[src/rtl/mbank_axil_ctrl.sv]
// AXI4-Lite slave bridging to a dual-port RAM: write FSM on port A, read FSM on port B.
// Ports: clk, rst (sync, active-high); AXI-Lite AW/W/B/AR/R; RAM port A (write) and B (comb read). Optional MBANK_ADDR_CHECK_EN.
module mbank_axil_ctrl #(
  parameter int RAM_AW = 2,
  parameter int AXI_AW = 4,
  parameter int DATA_W = 1
) (
  input  logic              clk,
  input  logic              rst,
  input  logic [AXI_AW-1:0] s_awaddr,
  input  logic              s_awvalid,
  output logic              s_awready,
  input  logic [DATA_W-1:0] s_wdata,
  input  logic              s_wvalid,
  output logic              s_wready,
  output logic [1:0]        s_bresp,
  output logic              s_bvalid,
  input  logic              s_bready,
  input  logic [AXI_AW-1:0] s_araddr,
  input  logic              s_arvalid,
  output logic              s_arready,
  output logic [DATA_W-1:0] s_rdata,
  output logic [1:0]        s_rresp,
  output logic              s_rvalid,
  input  logic              s_rready,
  output logic              ram_wea,
  output logic [RAM_AW-1:0] ram_addra,
  output logic [DATA_W-1:0] ram_dina,
  output logic [RAM_AW-1:0] ram_addrb,
  input  logic [DATA_W-1:0] ram_doutb
);

  localparam logic [1:0] W_IDLE = 2'd0;
  localparam logic [1:0] W_EXEC = 2'd1;
  localparam logic [1:0] W_RESP = 2'd2;
  localparam logic [0:0] R_IDLE = 1'b0;
  localparam logic [0:0] R_DATA = 1'b1;
  localparam logic [1:0] OKAY   = 2'b00;
  localparam logic [1:0] SLVERR = 2'b10;

  logic [1:0]        wstate;
  logic [0:0]        rstate;
  logic              aw_done;
  logic              w_done;
  logic [AXI_AW-1:0] awaddr_q;
  logic [DATA_W-1:0] wdata_q;
  logic [1:0]        bresp_q;
  logic [RAM_AW-1:0] araddr_q;
  logic [DATA_W-1:0] rdata_q;
  logic [1:0]        rresp_q;
  logic              aw_hs;
  logic              w_hs;
  logic              ar_hs;
  logic              aw_oor;
  logic              ar_oor;

`ifdef MBANK_ADDR_CHECK_EN
  assign aw_oor = |awaddr_q[AXI_AW-1:RAM_AW];
  assign ar_oor = |s_araddr[AXI_AW-1:RAM_AW];
`else
  // Upper address bits alias onto the RAM.
  logic unused_addr;
  assign unused_addr = ^{awaddr_q[AXI_AW-1:RAM_AW],
                         s_araddr[AXI_AW-1:RAM_AW]};
  assign aw_oor = 1'b0;
  assign ar_oor = 1'b0;
`endif

  // Readies are masked by rst so nothing is accepted while in reset.
  assign s_awready = ~rst & (wstate == W_IDLE) & ~aw_done;
  assign s_wready  = ~rst & (wstate == W_IDLE) & ~w_done;
  assign s_arready = ~rst & (rstate == R_IDLE);

  assign aw_hs = s_awvalid & s_awready;
  assign w_hs  = s_wvalid & s_wready;
  assign ar_hs = s_arvalid & s_arready;

  assign s_bvalid  = (wstate == W_RESP);
  assign s_bresp   = bresp_q;
  assign s_rvalid  = (rstate == R_DATA);
  assign s_rdata   = rdata_q;
  assign s_rresp   = rresp_q;

  assign ram_wea   = ~rst & (wstate == W_EXEC) & ~aw_oor;
  assign ram_addra = awaddr_q[RAM_AW-1:0];
  assign ram_dina  = wdata_q;
  // Present the incoming address while idle so doutb is valid at the AR edge.
  assign ram_addrb = s_arready ? s_araddr[RAM_AW-1:0] : araddr_q;

  always_ff @(posedge clk) begin
    if (rst) begin
      wstate   <= W_IDLE;
      aw_done  <= 1'b0;
      w_done   <= 1'b0;
      awaddr_q <= '0;
      wdata_q  <= '0;
      bresp_q  <= OKAY;
    end else begin
      unique case (1'b1)
        (wstate == W_IDLE): begin
          if (aw_hs) begin
            awaddr_q <= s_awaddr;
            aw_done  <= 1'b1;
          end
          if (w_hs) begin
            wdata_q <= s_wdata;
            w_done  <= 1'b1;
          end
          if ((aw_done | aw_hs) & (w_done | w_hs)) begin
            aw_done <= 1'b0;
            w_done  <= 1'b0;
            wstate  <= W_EXEC;
          end
        end
        (wstate == W_EXEC): begin
          bresp_q <= aw_oor ? SLVERR : OKAY;
          wstate  <= W_RESP;
        end
        (wstate == W_RESP): begin
          if (s_bready) wstate <= W_IDLE;
        end
        default: wstate <= W_IDLE;
      endcase
    end
  end

  // Capture at the AR edge reads pre-write data if port A writes the same word.
  always_ff @(posedge clk) begin
    if (rst) begin
      rstate   <= R_IDLE;
      araddr_q <= '0;
      rdata_q  <= '0;
      rresp_q  <= OKAY;
    end else if (rstate == R_IDLE) begin
      if (ar_hs) begin
        araddr_q <= s_araddr[RAM_AW-1:0];
        rdata_q  <= ar_oor ? '0 : ram_doutb;
        rresp_q  <= ar_oor ? SLVERR : OKAY;
        rstate   <= R_DATA;
      end
    end else if (s_rready) begin
      rstate <= R_IDLE;
    end
  end

endmodule

[config.mk]
export PLATFORM = sky130hd
export DESIGN_NAME = mbank_axil_ctrl
export DESIGN_NICKNAME = d
export VERILOG_FILES = /design/src/rtl/mbank_axil_ctrl.sv
export SDC_FILE = /design/constraint.sdc
export NUM_CORES = 1
export LEC_CHECK = 0
export ABC_CLOCK_PERIOD_IN_PS = 1300
export BUFFER_PORTS_ARGS = -buffer_cell sky130_fd_sc_hd__buf_2
export CORE_MARGIN = 5
export CORE_UTILIZATION = 25
export CTS_CLUSTER_DIAMETER = 80
export DETAILED_ROUTE_END_ITERATION = 10
export GPL_TIMING_DRIVEN = 0
export SLEW_MARGIN = 20
export SYNTH_ARGS = -nofsm -noshare
export SYNTH_HDL_FRONTEND = slang
export SYNTH_SLANG_ARGS = --single-unit
export TNS_END_PERCENT = 1
[constraint.sdc]
create_clock -name clk -period 1.3 [get_ports clk]
set_input_delay 0.26 -clock clk [delete_from_list [all_inputs] [get_ports clk]]
set_output_delay 0.26 -clock clk [all_outputs]
set_load 0.01 [all_outputs]
==> impl_table.tex <==
\begin{tabular}{lr}
\hline
Metric & Value \\
\hline
\multicolumn{2}{l}{\textbf{Outcome}} \\
\quad Result of the run & finished with violations \\
\quad Failing checks & negative setup slack \\
\multicolumn{2}{l}{\textbf{Final layout}} \\
\quad Total Nets Final & 103 \\
\quad Area added between synthesis and finish & 49.88\% \\
\quad Inserted Diodes & 0 \\
\quad Fraction of layout instances using a drive strength above 1 & 51.76\% \\
\multicolumn{2}{l}{\textbf{Global routing}} \\
\quad Antenna violations before repair & 0 \\
\quad Gr ovfl total & 0 \\
\quad Via count of the first global-routing pass & 460 \\
\quad Routing usage on met3 & 1.632\% \\
\quad Wire length of the first global-routing pass & 1869 µm \\
\quad Met1 layer usage reported by global route & 8.873\% \\
\quad Peak-usage layer in the global routing report & met2 \\
\quad Overall track demand over capacity in global routing & 7.614\% \\
\quad Met2 Use GR & 12.33\% \\
\quad Maximum number of pins on one net before global-route repair & 11 \\
\multicolumn{2}{l}{\textbf{Worst hold path}} \\
\quad Kind of path behind the tightest hold check & primary input to register \\
\multicolumn{2}{l}{\textbf{Floorplanning}} \\
\quad I/O pins & 33 \\
\quad Die span in x & 55.25 µm \\
\quad Die ar. & 0.003052 mm² \\
\quad Core Footprint & 0.001962 mm² \\
\quad Height of the chip & 55.25 µm \\
\quad Initial core utilization & 26.08\% \\
\quad Site Rows & 16 \\
\multicolumn{2}{l}{\textbf{Synth}} \\
\quad Post-Synthesis Cells & 53 \\
\quad Number of storage elements in the synthesis netlist & 11 \\
\quad Xor-xnor portion of the synthesized cell area & 0\% \\
\quad Multiplexer share of the synthesized area & 16.14\% \\
\quad Fraction of the mapped netlist area in compound gates & 5.868\% \\
\quad Sequential-to-total area share from yosys stat & 43.03\% \\
\quad Distinct cells, synth & 18 \\
\quad Post-synthesis area per instance & 9.655 µm² \\
\quad Arithmetic-cell share of the synthesized area counting full adders, half adders and majority gates & 0\% \\
\quad Main combinational cell family by area after synthesis & simple AND/OR/NAND/NOR gates \\
\quad Yosys warnings & 0 \\
\quad Synth Area in Simple Gates & 27.63\% \\
\quad Synth area leaders & dfxtp\_1 43\%, mux2i\_1 12\%, nor2\_1 8.1\% \\
\quad Post-synth top area share & 43.03\% \\
\quad Area leader, netlist & dfxtp\_1 \\
\quad Mapped Area & 511.7 µm² \\
\multicolumn{2}{l}{\textbf{Placement}} \\
\quad DP Wirelength & 867.9 µm \\
\quad Number of port buffers & 24 \\
\quad Gp weighted congestion & 0.6703 \\
\multicolumn{2}{l}{\textbf{Routing}} \\
\quad Antenna violation net count after detailed routing & 0 \\
\quad Total DRC errors in the routed layout & 0 \\
\quad Starting DRT DRC Count & 4 \\
\quad Via Count & 481 \\
\quad Final routed wirelength across all metal layers & 1137 µm \\
\quad Vias/cell & 4.295 \\
\quad WL/cell & 10.15 µm \\
\quad DR pass1 iterations & 4 \\
\multicolumn{2}{l}{\textbf{Timing}} \\
\quad Setup repair after global routing missed its margin & true \\
\quad Time the final worst path needs with I/O delays and setup & 1.443 ns \\
\quad Post-Route Skew & 0.001885 ns \\
\quad Final hold violations & 0 \\
\quad Highest achievable clock rate & 0.6929 GHz \\
\quad Setup WS post-layout & -0.1432 ns \\
\quad Crit share post-route & 111.0\% \\
\quad Final max-slew violation count & 0 \\
\quad Number of failing setup endpoints in the final timing report & 4 \\
\quad TNS Setup & -0.2986 ns \\
\multicolumn{2}{l}{\textbf{Setup path}} \\
\quad Data arrival, critical path & 1.18 ns \\
\quad Worst stage delay on the critical path & 0.35 ns \\
\quad Bufs and invs on worst path & 1 \\
\quad Worst path top cell family by delay & flip-flops \\
\quad Kind of start point of the critical path & register \\
\quad Critical-path cell list & nor2\_4 -> mux2\_4 -> buf\_6 \\
\quad Highest fanout seen on the critical path & 3 \\
\quad Slowest library cell on the worst path & dfxtp\_4 \\
\quad Kind of critical path & register to primary output \\
\quad Required time of the critical path & 1.04 ns \\
\quad Endpoint type of the worst setup path & primary output \\
\multicolumn{2}{l}{\textbf{Run}} \\
\quad Max-capacitance violation count & 0 \\
\multicolumn{2}{l}{\textbf{Clocking}} \\
\quad Master cell of the clock root buffer & clkbuf\_4 \\
\quad Number of sinks on the clock net & 11 \\
\quad Number of H-tree branching levels & 1 \\
\quad Insertion delay of the later-clocked pin in the worst-skew pair & 0.26 ns \\
\quad TritonCTS Buffers & 3 \\
\quad Total of hold buffers inserted after clock tree synthesis & 0 \\
\quad Clock tree from TritonCTS & built \\
\quad Maximum buffer depth of the clock tree & 2 \\
\quad Clock Pin Slew Worst Setup and Hold Paths & 0.06 ns \\
\multicolumn{2}{l}{\textbf{Pwr}} \\
\quad Highest ir drop seen on vdd & 0.0005621 V \\
\quad Final Power & 809.8 µW \\
\quad Leakage power & 0.0003681 µW \\
\quad Power per standard cell area & 1056 mW/mm² \\
\hline
\end{tabular}
==> routing by layer <==
layer,vias up,part of all wire (%)
li1,242,-
met1,220,40
met2,17,51
met3,2,7.1
met4,0,1.1
met5,-,0
==> what timing repair did <==
action | in CTS | in global routing
pin swaps | 1 | 1
resized for setup | 12 | 5
gates cloned | 0 | 0
buffers inserted | 1 | 0
endpoints found under the setup margin | 6 | 7
==> registers in the layout, summed over array words and instances (netlist names) <==
signal / cells
wstate: 2
ram_dina: 1
aw_done: 1
s_rvalid: 1
araddr_q: 2
s_rdata: 1
awaddr_q: 2
w_done: 1
==> path summary, 6_finish.rpt <==
kind | from | to | slack, ns | cells past startpoint
setup / recovery | s_rvalid | ram_addrb[1] | -0.14 | 3
hold / removal | s_rready | s_rvalid | 0.17 | 2
setup reg to reg | s_rvalid | araddr_q[0] | 0.12 | 4
hold reg to reg | ram_dina | ram_dina | 0.49 | 2
==> cell families after synthesis <==
| logic type | count (synthesis) |
|---|---|
| DFF | 11 |
| other | 1 |
| muxes | 8 |
| buffers and inverters | 5 |
| and+or+nand+nor | 23 |
| AOI/OAI and AO/OA | 5 |
==> cell usage in the layout (no fill, tap or decap) <==
master and count:
nor2_4 1, nor3_1 3, and2b_1 1, buf_6 2
clkbuf_1 1, nor2b_1 1, buf_2 22, nand2b_1 1
o21a_1 1, dfxtp_1 8, a211oi_1 1, conb_1 4
a21oi_1 3, nor4b_2 1, nand2b_4 1, nor2_2 1
nor4_1 1, nor4_2 1, clkbuf_4 3, nor4b_4 1
mux2i_1 6, mux2_4 2, nor3b_1 1, nor2_1 9
buf_4 5, clkbuf_2 1, dfxtp_4 3
==> cell usage after synthesis <==
cell type / instances
buf_4: 4
o21a_1: 1
nor4b_4: 1
mux2i_1: 6
conb_1: 1
nor3b_1: 1
nand2b_1: 2
clkbuf_1: 1
nor2b_1: 1
mux2_2: 2
nor3_1: 3
nor4b_2: 1
and2b_1: 1
dfxtp_1: 11
a21oi_1: 3
nor4_1: 2
nor2_1: 11
a211oi_1: 1
==> worst register-to-register path, cell delays in order, from the launching register on <==
cell and delay, ns:
dfxtp_4 0.35, buf_4 0.14, nor2b_1 0.29, mux2i_1 0.23
nor2_1 0.05
==> through the flow <==
step / instance area, µm² / hold WS [ns] / instances / util, % / worst slack [ns]
2_1_floorplan: 523.0 / 0.3361 / 56 / - / 0.02685
3_3_place_gp: 676.9 / 0.4447 / 107 / 34.50 / -0.05124
3_5_place_dp: 676.9 / 0.4521 / 107 / 34.50 / -0.05617
4_1_cts: 749.5 / 0.1672 / 112 / 38.20 / -0.1528
5_1_grt: 767.0 / 0.1634 / 112 / 39.09 / -0.1715
6_report: 767.0 / 0.1675 / 112 / 39.09 / -0.1432
==> final cells by class <==
cell class	count	area, µm²
Multi-Input combinational cell	40	300.3
Fill cell	227	1195
Clock buffer	4	26.28
Buffer	5	35.03
Timing Repair Buffer	25	140.1
Tap cell	27	33.78
Sequential cell	11	231.5
==> report_power, final <==
part           switching [µW]  leakage [µW]  internal (µW)  total [µW]
registers                28.7     0.0000925            361         390
logic                    88.0      0.000261            111         199
clock network             103     0.0000150            119         221
(Power assumes the default switching activity.)
